<file path="src/rtl/ibex_pkg.sv">
// Shared types for the Ibex alert path: multi-bit fetch gate, alert handshake states
// and the major-cause payload.
package ibex_pkg;

    typedef enum logic [3:0] {
        IbexMuBiOn  = 4'b0101,
        IbexMuBiOff = 4'b1010
    } ibex_mubi_t;

    typedef enum logic [1:0] {
        AlertIdle,
        AlertReq,
        AlertDrain
    } alert_hs_e;

    localparam int unsigned AlertMinorCntW = 8;
    localparam int unsigned AlertCauseW    = 3;

    // Sticky major causes, msb first so the packed value matches major_cause_o.
    typedef struct packed {
        logic minor_esc;
        logic bus;
        logic internal;
    } major_cause_t;

    // Saturating increment for the per-window minor event count.
    function automatic logic [AlertMinorCntW-1:0] minor_cnt_inc(
        input logic [AlertMinorCntW-1:0] cnt
    );
        return (&cnt) ? cnt : cnt + AlertMinorCntW'(1);
    endfunction

endpackage

</file>
<file path="src/rtl/ibex_alert_hs.sv">
// Four-phase req/ack alert sender: one request per consumed alert, then waits for
// ack to rise and fall again before it can request anew.
module ibex_alert_hs
    import ibex_pkg::*;
(
    input  logic clk_i,
    input  logic rst_ni,
    input  logic req_cond_i,
    input  logic ack_i,
    output logic consume_o,
    output logic req_o
);

    alert_hs_e state_q, state_d;
    logic      req_d, req_q;

    always_ff @(posedge clk_i or negedge rst_ni) begin
        if (!rst_ni) begin
            state_q <= AlertIdle;
            req_q   <= 1'b0;
        end else begin
            state_q <= state_d;
            req_q   <= req_d;
        end
    end

    // A stale ack left over in Idle blocks a new request until it drops.
    always_comb begin
        state_d = state_q;
        case (state_q)
            AlertIdle:  if (req_cond_i && !ack_i) state_d = AlertReq;
            AlertReq:   if (ack_i)                state_d = AlertDrain;
            AlertDrain: if (!ack_i)               state_d = AlertIdle;
            default:                              state_d = AlertIdle;
        endcase
    end

    always_comb begin
        consume_o = 1'b0;
        req_d     = 1'b0;
        consume_o = (state_q == AlertIdle) && (state_d == AlertReq);
        req_d     = (state_d == AlertReq);
    end

    assign req_o = req_q;

endmodule

</file>
<file path="src/rtl/ibex_alert_aggregator.sv">
// Merges lockstep and core alerts into minor/major four-phase alert channels,
// escalates minor bursts within a window and gates instruction fetch on any major cause.
module ibex_alert_aggregator
    import ibex_pkg::*;
#(
    parameter int unsigned MinorEscThreshold = 4,
    parameter int unsigned MinorWindowCycles = 1024,
    parameter int unsigned PendingWidth      = 3
) (
    input  logic             clk_i,
    input  logic             rst_ni,
    input  logic             ls_alert_minor_i,
    input  logic             ls_alert_major_internal_i,
    input  logic             ls_alert_major_bus_i,
    input  logic             core_alert_minor_i,
    input  logic             core_alert_major_internal_i,
    input  logic             core_alert_major_bus_i,
    output logic             minor_alert_req_o,
    input  logic             minor_alert_ack_i,
    output logic             major_alert_req_o,
    input  logic             major_alert_ack_i,
    output logic [2:0]       major_cause_o,
    output logic [7:0]       minor_count_o,
    output ibex_mubi_t       fetch_enable_o
);

    localparam int unsigned WinW = (MinorWindowCycles > 1) ? $clog2(MinorWindowCycles) : 1;
    localparam logic [WinW-1:0]         WinLast    = WinW'(MinorWindowCycles - 1);
    localparam logic [PendingWidth-1:0] PendingMax = {PendingWidth{1'b1}};

    logic                      minor_event;
    logic                      minor_req_cond;
    logic                      minor_consume;
    logic                      major_consume;
    logic                      major_active_c;
    logic                      win_wrap;
    logic                      esc_c;
    logic [PendingWidth-1:0]   pending_q, pending_d;
    logic [WinW-1:0]           win_q, win_d;
    logic [AlertMinorCntW-1:0] minor_cnt_q, minor_cnt_d;
    major_cause_t              cause_q, cause_d;
    ibex_mubi_t                fetch_q, fetch_d;

    assign minor_event    = ls_alert_minor_i | core_alert_minor_i;
    assign minor_req_cond = minor_event | (pending_q != '0);

    // The arriving event is handed straight to the FSM when it starts a request,
    // so pending only moves when exactly one of arrive/consume applies.
    always_comb begin
        pending_d = pending_q;
        if (minor_consume && !minor_event) begin
            pending_d = pending_q - PendingWidth'(1);
        end else if (minor_event && !minor_consume && (pending_q != PendingMax)) begin
            pending_d = pending_q + PendingWidth'(1);
        end
    end

    assign win_wrap = (win_q == WinLast);
    assign win_d    = win_wrap ? '0 : win_q + WinW'(1);

    always_comb begin
        minor_cnt_d = minor_cnt_q;
        if (win_wrap) begin
            minor_cnt_d = minor_event ? AlertMinorCntW'(1) : '0;
        end else if (minor_event) begin
            minor_cnt_d = minor_cnt_inc(minor_cnt_q);
        end
    end

    assign esc_c = (MinorEscThreshold != 0) && (32'(minor_cnt_d) >= MinorEscThreshold);

    always_comb begin
        cause_d           = cause_q;
        cause_d.internal  = cause_q.internal  | ls_alert_major_internal_i | core_alert_major_internal_i;
        cause_d.bus       = cause_q.bus       | ls_alert_major_bus_i      | core_alert_major_bus_i;
        cause_d.minor_esc = cause_q.minor_esc | esc_c;
    end

    // Next-state view so a fresh cause requests and gates fetch in the following cycle.
    assign major_active_c = |cause_d;
    assign fetch_d        = major_active_c ? IbexMuBiOff : IbexMuBiOn;

    always_ff @(posedge clk_i or negedge rst_ni) begin
        if (!rst_ni) begin
            pending_q   <= '0;
            win_q       <= '0;
            minor_cnt_q <= '0;
            cause_q     <= '0;
            fetch_q     <= IbexMuBiOn;
        end else begin
            pending_q   <= pending_d;
            win_q       <= win_d;
            minor_cnt_q <= minor_cnt_d;
            cause_q     <= cause_d;
            fetch_q     <= fetch_d;
        end
    end

    ibex_alert_hs u_minor_hs (
        .clk_i      (clk_i),
        .rst_ni     (rst_ni),
        .req_cond_i (minor_req_cond),
        .ack_i      (minor_alert_ack_i),
        .consume_o  (minor_consume),
        .req_o      (minor_alert_req_o)
    );

    ibex_alert_hs u_major_hs (
        .clk_i      (clk_i),
        .rst_ni     (rst_ni),
        .req_cond_i (major_active_c),
        .ack_i      (major_alert_ack_i),
        .consume_o  (major_consume),
        .req_o      (major_alert_req_o)
    );

    // A major request can only ever start from an active cause.
    major_req_needs_cause: assert property (
        @(posedge clk_i) disable iff (!rst_ni) major_consume |-> major_active_c
    );

    assign major_cause_o  = cause_q;
    assign minor_count_o  = minor_cnt_q;
    assign fetch_enable_o = fetch_q;

endmodule

</file>
<file path="config.mk">
export PLATFORM = sky130hd
export DESIGN_NAME = ibex_alert_aggregator
export DESIGN_NICKNAME = d
export VERILOG_FILES = /design/src/rtl/ibex_pkg.sv /design/src/rtl/ibex_alert_hs.sv /design/src/rtl/ibex_alert_aggregator.sv
export SDC_FILE = /design/constraint.sdc
export NUM_CORES = 1
export LEC_CHECK = 0
export ABC_AREA = 1
export BUFFER_PORTS_ARGS = -buffer_cell sky130_fd_sc_hd__buf_4
export CORE_ASPECT_RATIO = 1.5
export CORE_UTILIZATION = 59
export DETAILED_ROUTE_END_ITERATION = 8
export PLACE_DENSITY = 0.81
export SKIP_CTS_REPAIR_TIMING = 1
export SLEW_MARGIN = 10
export SYNTH_ARGS = -nofsm -noshare
export SYNTH_HDL_FRONTEND = slang
export SYNTH_SLANG_ARGS = --single-unit
</file>
<file path="constraint.sdc">
create_clock -name clk_i -period 2.9 [get_ports clk_i]
set_input_delay 0.58 -clock clk_i [delete_from_list [all_inputs] [get_ports clk_i]]
set_output_delay 0.58 -clock clk_i [all_outputs]
set_load 0.005 [all_outputs]
</file>
; ---- After elaboration in Yosys (flattened, before gate mapping)
; Index checks and enable logic that the tools add are counted.
[totals]
regBits = 34
latchBits = 0
ramBits = 0
rom_bits = 0
input_bits = 10
output_inout_bits = 17
elab_cells = 63
memories = 0
[classes]
addsub = 4
n_mul = 0
div_mod_pow = 0
magnitude_cmp = 1
n_eq_ne = 8
n_shift = 0
n_mux = 16
bitwise = 7
n_reduce_logical = 16
[op_table]
columns = op, count
row1 = $mux W8, 3
row2 = $mux W2, 6
row3 = $pmux W2 S3, 2
row4 = $add A10 B1 Y10 const B, 1
row5 = $eq A10 B10 Y1 const B, 1
row6 = $mux W10, 1
row7 = $add A8 B1 Y8 const B, 1
row8 = $eq A2 B1 Y1 const B, 4
row9 = $ge A8 B3 Y1 const B, 1
row10 = $reduce_and A8 Y1, 1
row11 = $or A1 B1 Y1, 7
row12 = $logic_and A1 B1 Y1, 6
row13 = $mux W3, 2
row14 = $eq A2 B2 Y1 const B, 2
row15 = $logic_not A1 Y1, 4
row16 = $logic_not A2 Y1, 2
row17 = $mux W4, 1
row18 = $add A3 B1 Y3 const B, 1
row19 = $ne A3 B3 Y1 const B, 1
row20 = $reduce_bool A3 Y1, 1
row21 = $reduce_or A3 Y1, 1
row22 = $sub A3 B1 Y3 const B, 1
row23 = $reduce_bool A2 Y1, 1
row24 = $mux W1, 1

; ---- Depth between registers and ports, before layout
; Gate-level depths: netlist of the first run.
[logic_depth]
ltp_word = 12
depth_mapped = 12
depth_no_buf = 12

; ---- By module
; Synthesis of the first run repeated with hierarchy kept, for this count alone.
[unflattened]
cells_unflattened = 208
area_unflattened_um2 = 1747.9
[by_module_without_submodules]
columns = module, instances, cells_per_inst, area_per_inst_um2, seq_area_each_um2
row1 = ibex_alert_aggregator, 1, 178, 1495.2, 651.9
row2 = ibex_alert_hs, 2, 15, 126.4, 75.1

; ---- Least setup slack after synthesis of the first run
; OpenSTA, ideal clock, no wires.
[synth_path]
path_kind = input to register
startpoint = input port core_alert_minor_i
endpoint = register pending_q[1]
setup_time_ns = 0.077
arrival_time_ns = 1.776
t_required_ns = 2.823
path_slack_ns = 1.046
cell_stages = 7
n_path_buf = 0
cell_sequence = nor2_4 -> inv_2 -> o2111ai_1 -> inv_2 -> nand2_1 -> fa_1 -> a21oi_1
[synth_between]
elab_chain_cells = 11
elab_cells_between_ends = 14
cone_classes = eq/ne (1) / mux (3) / bitwise (2) / reduce/logical (8)
[synth_lines]
columns = element, line_no
row1 = from (decl), ibex_alert_aggregator.sv:15  ; input logic core_alert_minor_i,
row2 = $or A1 B1 Y1 *, ibex_alert_aggregator.sv:44  ; assign minor_event = ls_alert_minor_i | core_alert_minor_i;
row3 = $or A1 B1 Y1, ibex_alert_aggregator.sv:45  ; assign minor_req_cond = minor_event | (pending_q != '0);
row4 = $logic_and A1 B1 Y1, ibex_alert_hs.sv:31  ; AlertIdle: if (req_cond_i && !ack_i) state_d = AlertReq;
row5 = $mux W2, ibex_alert_hs.sv:31
row6 = $pmux W2 S3, ibex_alert_hs.sv:30  ; case (state_q)
row7 = $eq A2 B1 Y1, ibex_alert_hs.sv:41  ; consume_o = (state_q == AlertIdle) && (state_d == AlertReq);
row8 = $logic_and A1 B1 Y1, ibex_alert_hs.sv:41
row9 = $logic_not A1 Y1, ibex_alert_aggregator.sv:53  ; end else if (minor_event && !minor_consume && (pending_q != PendingMax)) begin
row10 = $logic_and A1 B1 Y1 (2 in a row), ibex_alert_aggregator.sv:53
row11 = $reduce_bool A2 Y1 (no line), --
row12 = to (signal assigned), ibex_alert_aggregator.sv:91  ; pending_q <= pending_d;
row13 = to (decl), ibex_alert_aggregator.sv:38  ; logic [PendingWidth-1:0] pending_q, pending_d;
; Every way passes the cells marked *; elsewhere a longest branch is shown, timed or not.
; A chain may end at the register's enable or synchronous reset.

; ---- Final worst setup path of the first run
; Ends and elaborated chain as after synthesis.

==> results of run 1 <==
==> report_power, final <==
| part | internal [uW] | switching [uW] | total (uW) | leakage [uW] |
|---|---|---|---|---|
| logic | 235 | 327 | 562 | 0.000656 |
| registers | 548 | 103 | 651 | 0.000373 |
| clock network | 168 | 151 | 319 | 0.0000422 |
==> path summary, 6_finish.rpt <==
check                               endpoint  depth (start not counted)          startpoint  slack (ps)
max reg2reg                fetch_enable_o[1]                         12    minor_count_o[0]        1040
max                             pending_q[1]                          8  core_alert_minor_i        1020
min in group clk_i                  win_q[2]                          1            win_q[2]         490
min reg2reg                         win_q[2]                          1            win_q[2]         490
max in group asynchronous  fetch_enable_o[2]                          1              rst_ni        2340
min                                 win_q[2]                          1              rst_ni         230
==> cell type report <==
type	instances	area share, %
multi-input combinational	117	35.3
timing repair buffer	26	9.92
inverter	39	7.50
sequential	32	40.8
clock buffer	7	3.88
tap	37	2.35
clock inverter	1	0.254
==> routing by layer <==
| metal | track usage (%) | up-vias | routed length, um |
|---|---|---|---|
| met3 | 7.32 | 5 | 114 |
| met1 | 26.0 | 621 | 1250 |
| li1 | - | 668 | - |
| met5 | 0 | - | 0 |
| met2 | 42.6 | 31 | 1690 |
| met4 | 7.95 | 0 | 40 |
==> cell families after synthesis <==
logic type | count (synthesis) | share of synthesized area [%]
compound gates | 13 | 4.52
simple gates | 95 | 31.5
buf+inv | 41 | 9.80
fa+ha+maj | 3 | 2.71
xor+xnor | 6 | 3.17
flops | 32 | 48.3
==> placed cells by master (no fill, tap or decap), types with 2 or more instances in the layout <==
cell,n
sky130_fd_sc_hd__inv_1,33
sky130_fd_sc_hd__buf_4,26
sky130_fd_sc_hd__o21ai_1,2
sky130_fd_sc_hd__clkbuf_8,5
sky130_fd_sc_hd__and3_1,2
sky130_fd_sc_hd__nor2_1,7
sky130_fd_sc_hd__dfrtp_1,31
sky130_fd_sc_hd__o21ai_0,2
sky130_fd_sc_hd__clkinv_2,2
sky130_fd_sc_hd__nor2_2,3
sky130_fd_sc_hd__nand2_1,37
sky130_fd_sc_hd__xnor2_1,2
sky130_fd_sc_hd__nor2_4,6
sky130_fd_sc_hd__clkbuf_1,2
sky130_fd_sc_hd__inv_2,5
sky130_fd_sc_hd__a21oi_1,5
sky130_fd_sc_hd__ha_1,2
sky130_fd_sc_hd__nand4_1,6
sky130_fd_sc_hd__nand3_1,22
sky130_fd_sc_hd__xor2_1,4
sky130_fd_sc_hd__nand2_2,2
sky130_fd_sc_hd__nor3_1,2
==> flip-flops by register name (all words and copies together), names as in the netlist <==
| name | count |
|---|---|
| u_minor_hs.req_o | 1 |
| u_minor_hs.state_q | 2 |
| fetch_enable_o | 2 |
| major_cause_o | 3 |
| minor_count_o | 8 |
| win_q | 10 |
| pending_q | 3 |
| u_major_hs.req_o | 1 |
| u_major_hs.state_q | 2 |
==> metrics by stage <==
| stage | hold WS (ps) | worst slack, ps | std cells | total power (uW) | util [%] |
|---|---|---|---|---|---|
| floorplan | 284 | 1050 | 190 | 1020 | - |
| global placement | 473 | 852 | 251 | 1180 | 70.5 |
| detailed placement | 484 | 733 | 251 | 1220 | 70.5 |
| CTS | 239 | 1030 | 259 | 1550 | 73.5 |
| global route | 251 | 875 | 259 | 1660 | 73.5 |
| finish | 227 | 1020 | 259 | 1530 | 73.5 |
==> reports/metrics.json, run 1 <==
{
  "crit_path_top_delay_cell": "sky130_fd_sc_hd__fa_1",
  "grt_max_degree": 33,
  "sequential_area_um2": 802,
  "max_cap_viol_count": 0,
  "cts_tree": "built",
  "critical_path.max_fanout": 9,
  "boundaryPins": 27,
  "synth_sequential_area_ratio_pct": 48.3,
  "drtIter0Drc": 39,
  "cp-start-kind": "input pin",
  "grt.total_usage_pct": 23.9,
  "coreArea_um2": 2680,
  "power_density_nw_per_um2": 779,
  "port-buffer-count": 26,
  "synth.avg_cell_area_um2": 8.74,
  "dp_hpwl_um": 2410,
  "postSynth.asyncResetShare_pct": 100,
  "worst-endpoint-required_ps": 3100,
  "slew_headroom_pct": 73.3,
  "fp.dieW_um": 45.3,
  "area_of_combinational_cells_with_multiple_inputs_um2": 696,
  "num_antenna_cells": 0,
  "most_numerous_cell_in_the_yosys_netlist": "sky130_fd_sc_hd__nand2_1",
  "placed_cell_area_um2": 1890,
  "ir_drop_mv": 0.539,
  "timing_worst_slew_pin_value_ps": 401,
  "status": "finished clean",
  "viasPerCell": 5.12,
  "post_synth_instance_area_um2": 1660,
  "number_of_hold_violations_in_the_final_report": 0,
  "synth_cell_types": 34,
  "worst_path_bufs_invs": 3,
  "synth_top_cell_by_area": "sky130_fd_sc_hd__dfrtp_1",
  "power.leakage_uw": 0.00107,
  "grt_pass1_vias": 1253,
  "detailedRoute.firstPassIterationCount": 5,
  "synth.yosys.warnings": 0,
  "shortest_period_the_worst_path_allows_ps": 1880,
  "clock-skew-final_ps": 9.97,
  "synth_ff_type": "sky130_fd_sc_hd__dfrtp_1",
  "die-height_um": 67.0,
  "ys_top_cells_by_area": "sky130_fd_sc_hd__dfrtp_1 (47%), sky130_fd_sc_hd__nand2_1 (8.4%), sky130_fd_sc_hd__inv_1 (7.5%)",
  "setup_violations": 0,
  "floorplan.rows": 23,
  "grt_setup_unrepaired": "false",
  "drive_above_1_share_pct": 25.7,
  "syn-instance-count": 190,
  "start_util_pct": 62.0,
  "design.die.area_um2": 3030,
  "route.final.wire_length_um": 3090,
  "antenna_found_initial": 0,
  "worst_path_max_stage_delay_ps": 430,
  "buffers_from_clock_root_to_sink_at_most": 2,
  "worst_hold_path_type": "in -> async",
  "final_net_count": 234,
  "globalRouteOverflowTotal": 0,
  "synth_nets": 203,
  "crit_path_end_kind": "flop",
  "first_pass_grt_wire_length_um": 5100,
  "synth_seq_cells": 32,
  "final_antenna_net_count": 0,
  "cts_inserted_buffers": 5,
  "ctsHtreeMaxLevel": 2,
  "via_count": 1325,
  "critPathArrivalTime_ps": 2080,
  "finalSetupTns_ps": 0,
  "area_growth_pct": 18.5,
  "drc_errors": 0,
  "insertion_delay_ps": 280,
  "cts.clk_slew.worst_paths_ps": 70,
  "critPathMostFrequentCell": "sky130_fd_sc_hd__inv_2",
  "clock-sinks": 32,
  "timing.final.crit_share_pct": 64.9,
  "place.gp.congestion": 0.804,
  "critPathKind": "in -> reg",
  "fmax_achieved_ghz": 0.531,
  "maxSlewViolCount": 0,
  "path_cells": "buf_4 > nor2_4 > inv_2 > o2111ai_1 > inv_2 > nand2_1 > fa_1 > a21oi_1",
  "stdcell_area_um2": 1970,
  "synth_top_cell_area_share_pct": 46.7,
  "cpLargestDelayFamily": "compound AO/OA/AOI/OAI gates",
  "routedWlPerCell_um": 11.9,
  "cts_root_buf": "sky130_fd_sc_hd__clkbuf_8",
  "edff_count_synth": 0,
  "synth_common_cells": "sky130_fd_sc_hd__nand2_1 (37), sky130_fd_sc_hd__inv_1 (33), sky130_fd_sc_hd__dfrtp_1 (31)",
  "filler_cells": 206
}
(Power assumes the default switching activity.)
==> inputs of run 2 (changes only) <==
--- a/config.mk
+++ b/config.mk
@@ -8,9 +8,9 @@
 export ABC_AREA = 1
 export BUFFER_PORTS_ARGS = -buffer_cell sky130_fd_sc_hd__buf_4
 export CORE_ASPECT_RATIO = 1.5
-export CORE_UTILIZATION = 59
+export CORE_UTILIZATION = 50
 export DETAILED_ROUTE_END_ITERATION = 8
-export PLACE_DENSITY = 0.81
+export PLACE_DENSITY = 0.73
 export SKIP_CTS_REPAIR_TIMING = 1
 export SLEW_MARGIN = 10
 export SYNTH_ARGS = -nofsm -noshare
==> constraint.sdc (replaced) <==
create_clock -name clk_i -period 1.6 [get_ports clk_i]
set_input_delay 0.32 -clock clk_i [delete_from_list [all_inputs] [get_ports clk_i]]
set_output_delay 0.32 -clock clk_i [all_outputs]
set_load 0.005 [all_outputs]
==> reports/metrics.json, run 2 (same netlist as run 1, synthesis figures left out) <==
{
  "clock-sinks": 32,
  "violations": "setup timing",
  "antenna_found_initial": 0,
  "status": "finished with violations",
  "globalRouteOverflowTotal": 0,
  "port-buffer-count": 26,
  "cp-start-kind": "flop",
  "critPathKind": "reg -> reg",
  "largest_register_ff_count": 10,
  "boundaryPins": 27,
  "mostFrequentLayoutCells": "sky130_fd_sc_hd__buf_4 (52), sky130_fd_sc_hd__dfrtp_1 (30), sky130_fd_sc_hd__inv_1 (29)",
  "route.final.wire_length_um": 3470,
  "ctsHtreeMaxLevel": 2,
  "met3_usage_pct": 6.25,
  "layoutNonFillerInstCount": 289,
  "worst-endpoint-required_ps": 1780,
  "cts_root_buf": "sky130_fd_sc_hd__clkbuf_8",
  "number_of_hold_violations_in_the_final_report": 0,
  "cts.clk_slew.worst_paths_ps": 60,
  "coreArea_um2": 3160,
  "fmax_achieved_ghz": 0.624,
  "die-height_um": 72.6,
  "place_worst_setup_slack_ps": -108,
  "fin_total_pwr_uw": 3180,
  "max_cap_viol_count": 0,
  "finalSetupTns_ps": -2.94,
  "routedWlPerCell_um": 12.0,
  "finalHoldWorstSlack_ps": 292,
  "grt.total_usage_pct": 21.6,
  "slew_headroom_pct": 74.1,
  "detailedRoute.firstPassIterationCount": 4,
  "largest_register_by_flop_count": "win_q",
  "ir_drop_mv": 0.967,
  "cts_inserted_buffers": 5,
  "buffers_from_clock_root_to_sink_at_most": 2,
  "num_antenna_cells": 0,
  "start_util_pct": 52.6,
  "met2_usage_pct": 37.8,
  "drive_above_1_share_pct": 43.4,
  "groute.layer.met1.usage_pct": 21.8,
  "layout_setup_ws_ps": -2.94,
  "dpl.cell_count": 269,
  "fp.dieW_um": 49.1,
  "area_growth_pct": 36.5,
  "worst_hold_path_type": "in -> reg",
  "grt_max_degree": 33,
  "crit_path_end_kind": "flop",
  "maxSlewViolCount": 0,
  "dp_hpwl_um": 2550,
  "power_density_nw_per_um2": 1400,
  "place.gp.congestion": 0.757,
  "viasPerCell": 5.05,
  "via_count": 1460,
  "power.leakage_uw": 0.00123,
  "critical_path.max_fanout": 3,
  "grt-busiest-layer": "met2",
  "setup_violations": 1,
  "mostFrequentLayoutCell": "sky130_fd_sc_hd__buf_4",
  "shortest_period_the_worst_path_allows_ps": 1600,
  "grt_pass1_vias": 1436,
  "clock-skew-final_ps": 4.43,
  "timing.final.crit_share_pct": 100,
  "grt_setup_unrepaired": "true",
  "drtIter0Drc": 31,
  "final_net_count": 261,
  "timing_worst_slew_pin_value_ps": 389,
  "first_pass_grt_wire_length_um": 5730,
  "cts_tree": "built",
  "critPathArrivalTime_ps": 1780,
  "floorplan.rows": 25,
  "drc_errors": 0,
  "design.die.area_um2": 3560,
  "final_antenna_net_count": 0,
  "insertion_delay_ps": 280
}
==> run 2: cell count changes in the layout (fill, tap and decap cells not counted), sizes merged <==
cell,before,now
dlygate4sd3,0,1
clkbuf,7,8
buf,26,52
clkinv,2,1
==> run 2: area by class of cell <==
type,instances,area [um^2]
clock buffer,8,80.1
multi-input combinational,117,786
fill,250,892
sequential,32,803
timing repair buffer,53,400
inverter,39,148
tap,40,50.0
==> run 2: power breakdown <==
group	total [uW]	switching (uW)	internal [uW]
registers	1150	152	996
clock network	575	267	308
logic	1460	788	668
total	3180	1210	1970
==> run 2: path summary, 6_finish.rpt <==
kind	startpoint	to	slack [ps]	depth (start not counted)
worst max-delay path	pending_q[1]	pending_q[2]	-3	10
worst min-delay path	minor_alert_ack_i	u_minor_hs.state_q[1]	290	3
worst max register to register	pending_q[1]	pending_q[2]	-3	10
worst min register to register	u_major_hs.state_q[1]	u_major_hs.state_q[1]	510	1
max in group asynchronous	rst_ni	fetch_enable_o[2]	770	2
min in group asynchronous	rst_ni	minor_count_o[4]	500	2
==> run 2: through the flow <==
stage	cell area [um^2]	utilization, %
after CTS	2090	66.1
final	2270	71.8
after floorplan	1670	-
after detailed placement	2010	63.6
after global placement	2010	63.6
after global routing	2270	71.8
==> run 2: critical path, cell delays in order (launching register included) <==
cell and delay, ps:
sky130_fd_sc_hd__dfrtp_1 410, sky130_fd_sc_hd__inv_2 60, sky130_fd_sc_hd__nand3_2 70, sky130_fd_sc_hd__o2111ai_2 150, sky130_fd_sc_hd__inv_2 110, sky130_fd_sc_hd__nand2_4 50
sky130_fd_sc_hd__fa_2 410, sky130_fd_sc_hd__inv_2 60, sky130_fd_sc_hd__nand2_2 50, sky130_fd_sc_hd__nand3_1 70, sky130_fd_sc_hd__nand2_1 50
==> run 2: per-layer routing <==
metal,wire [um],vias to the layer above
met5,0,-
li1,-,716
met2,1900,35
met3,137,13
met4,116,0
met1,1310,696
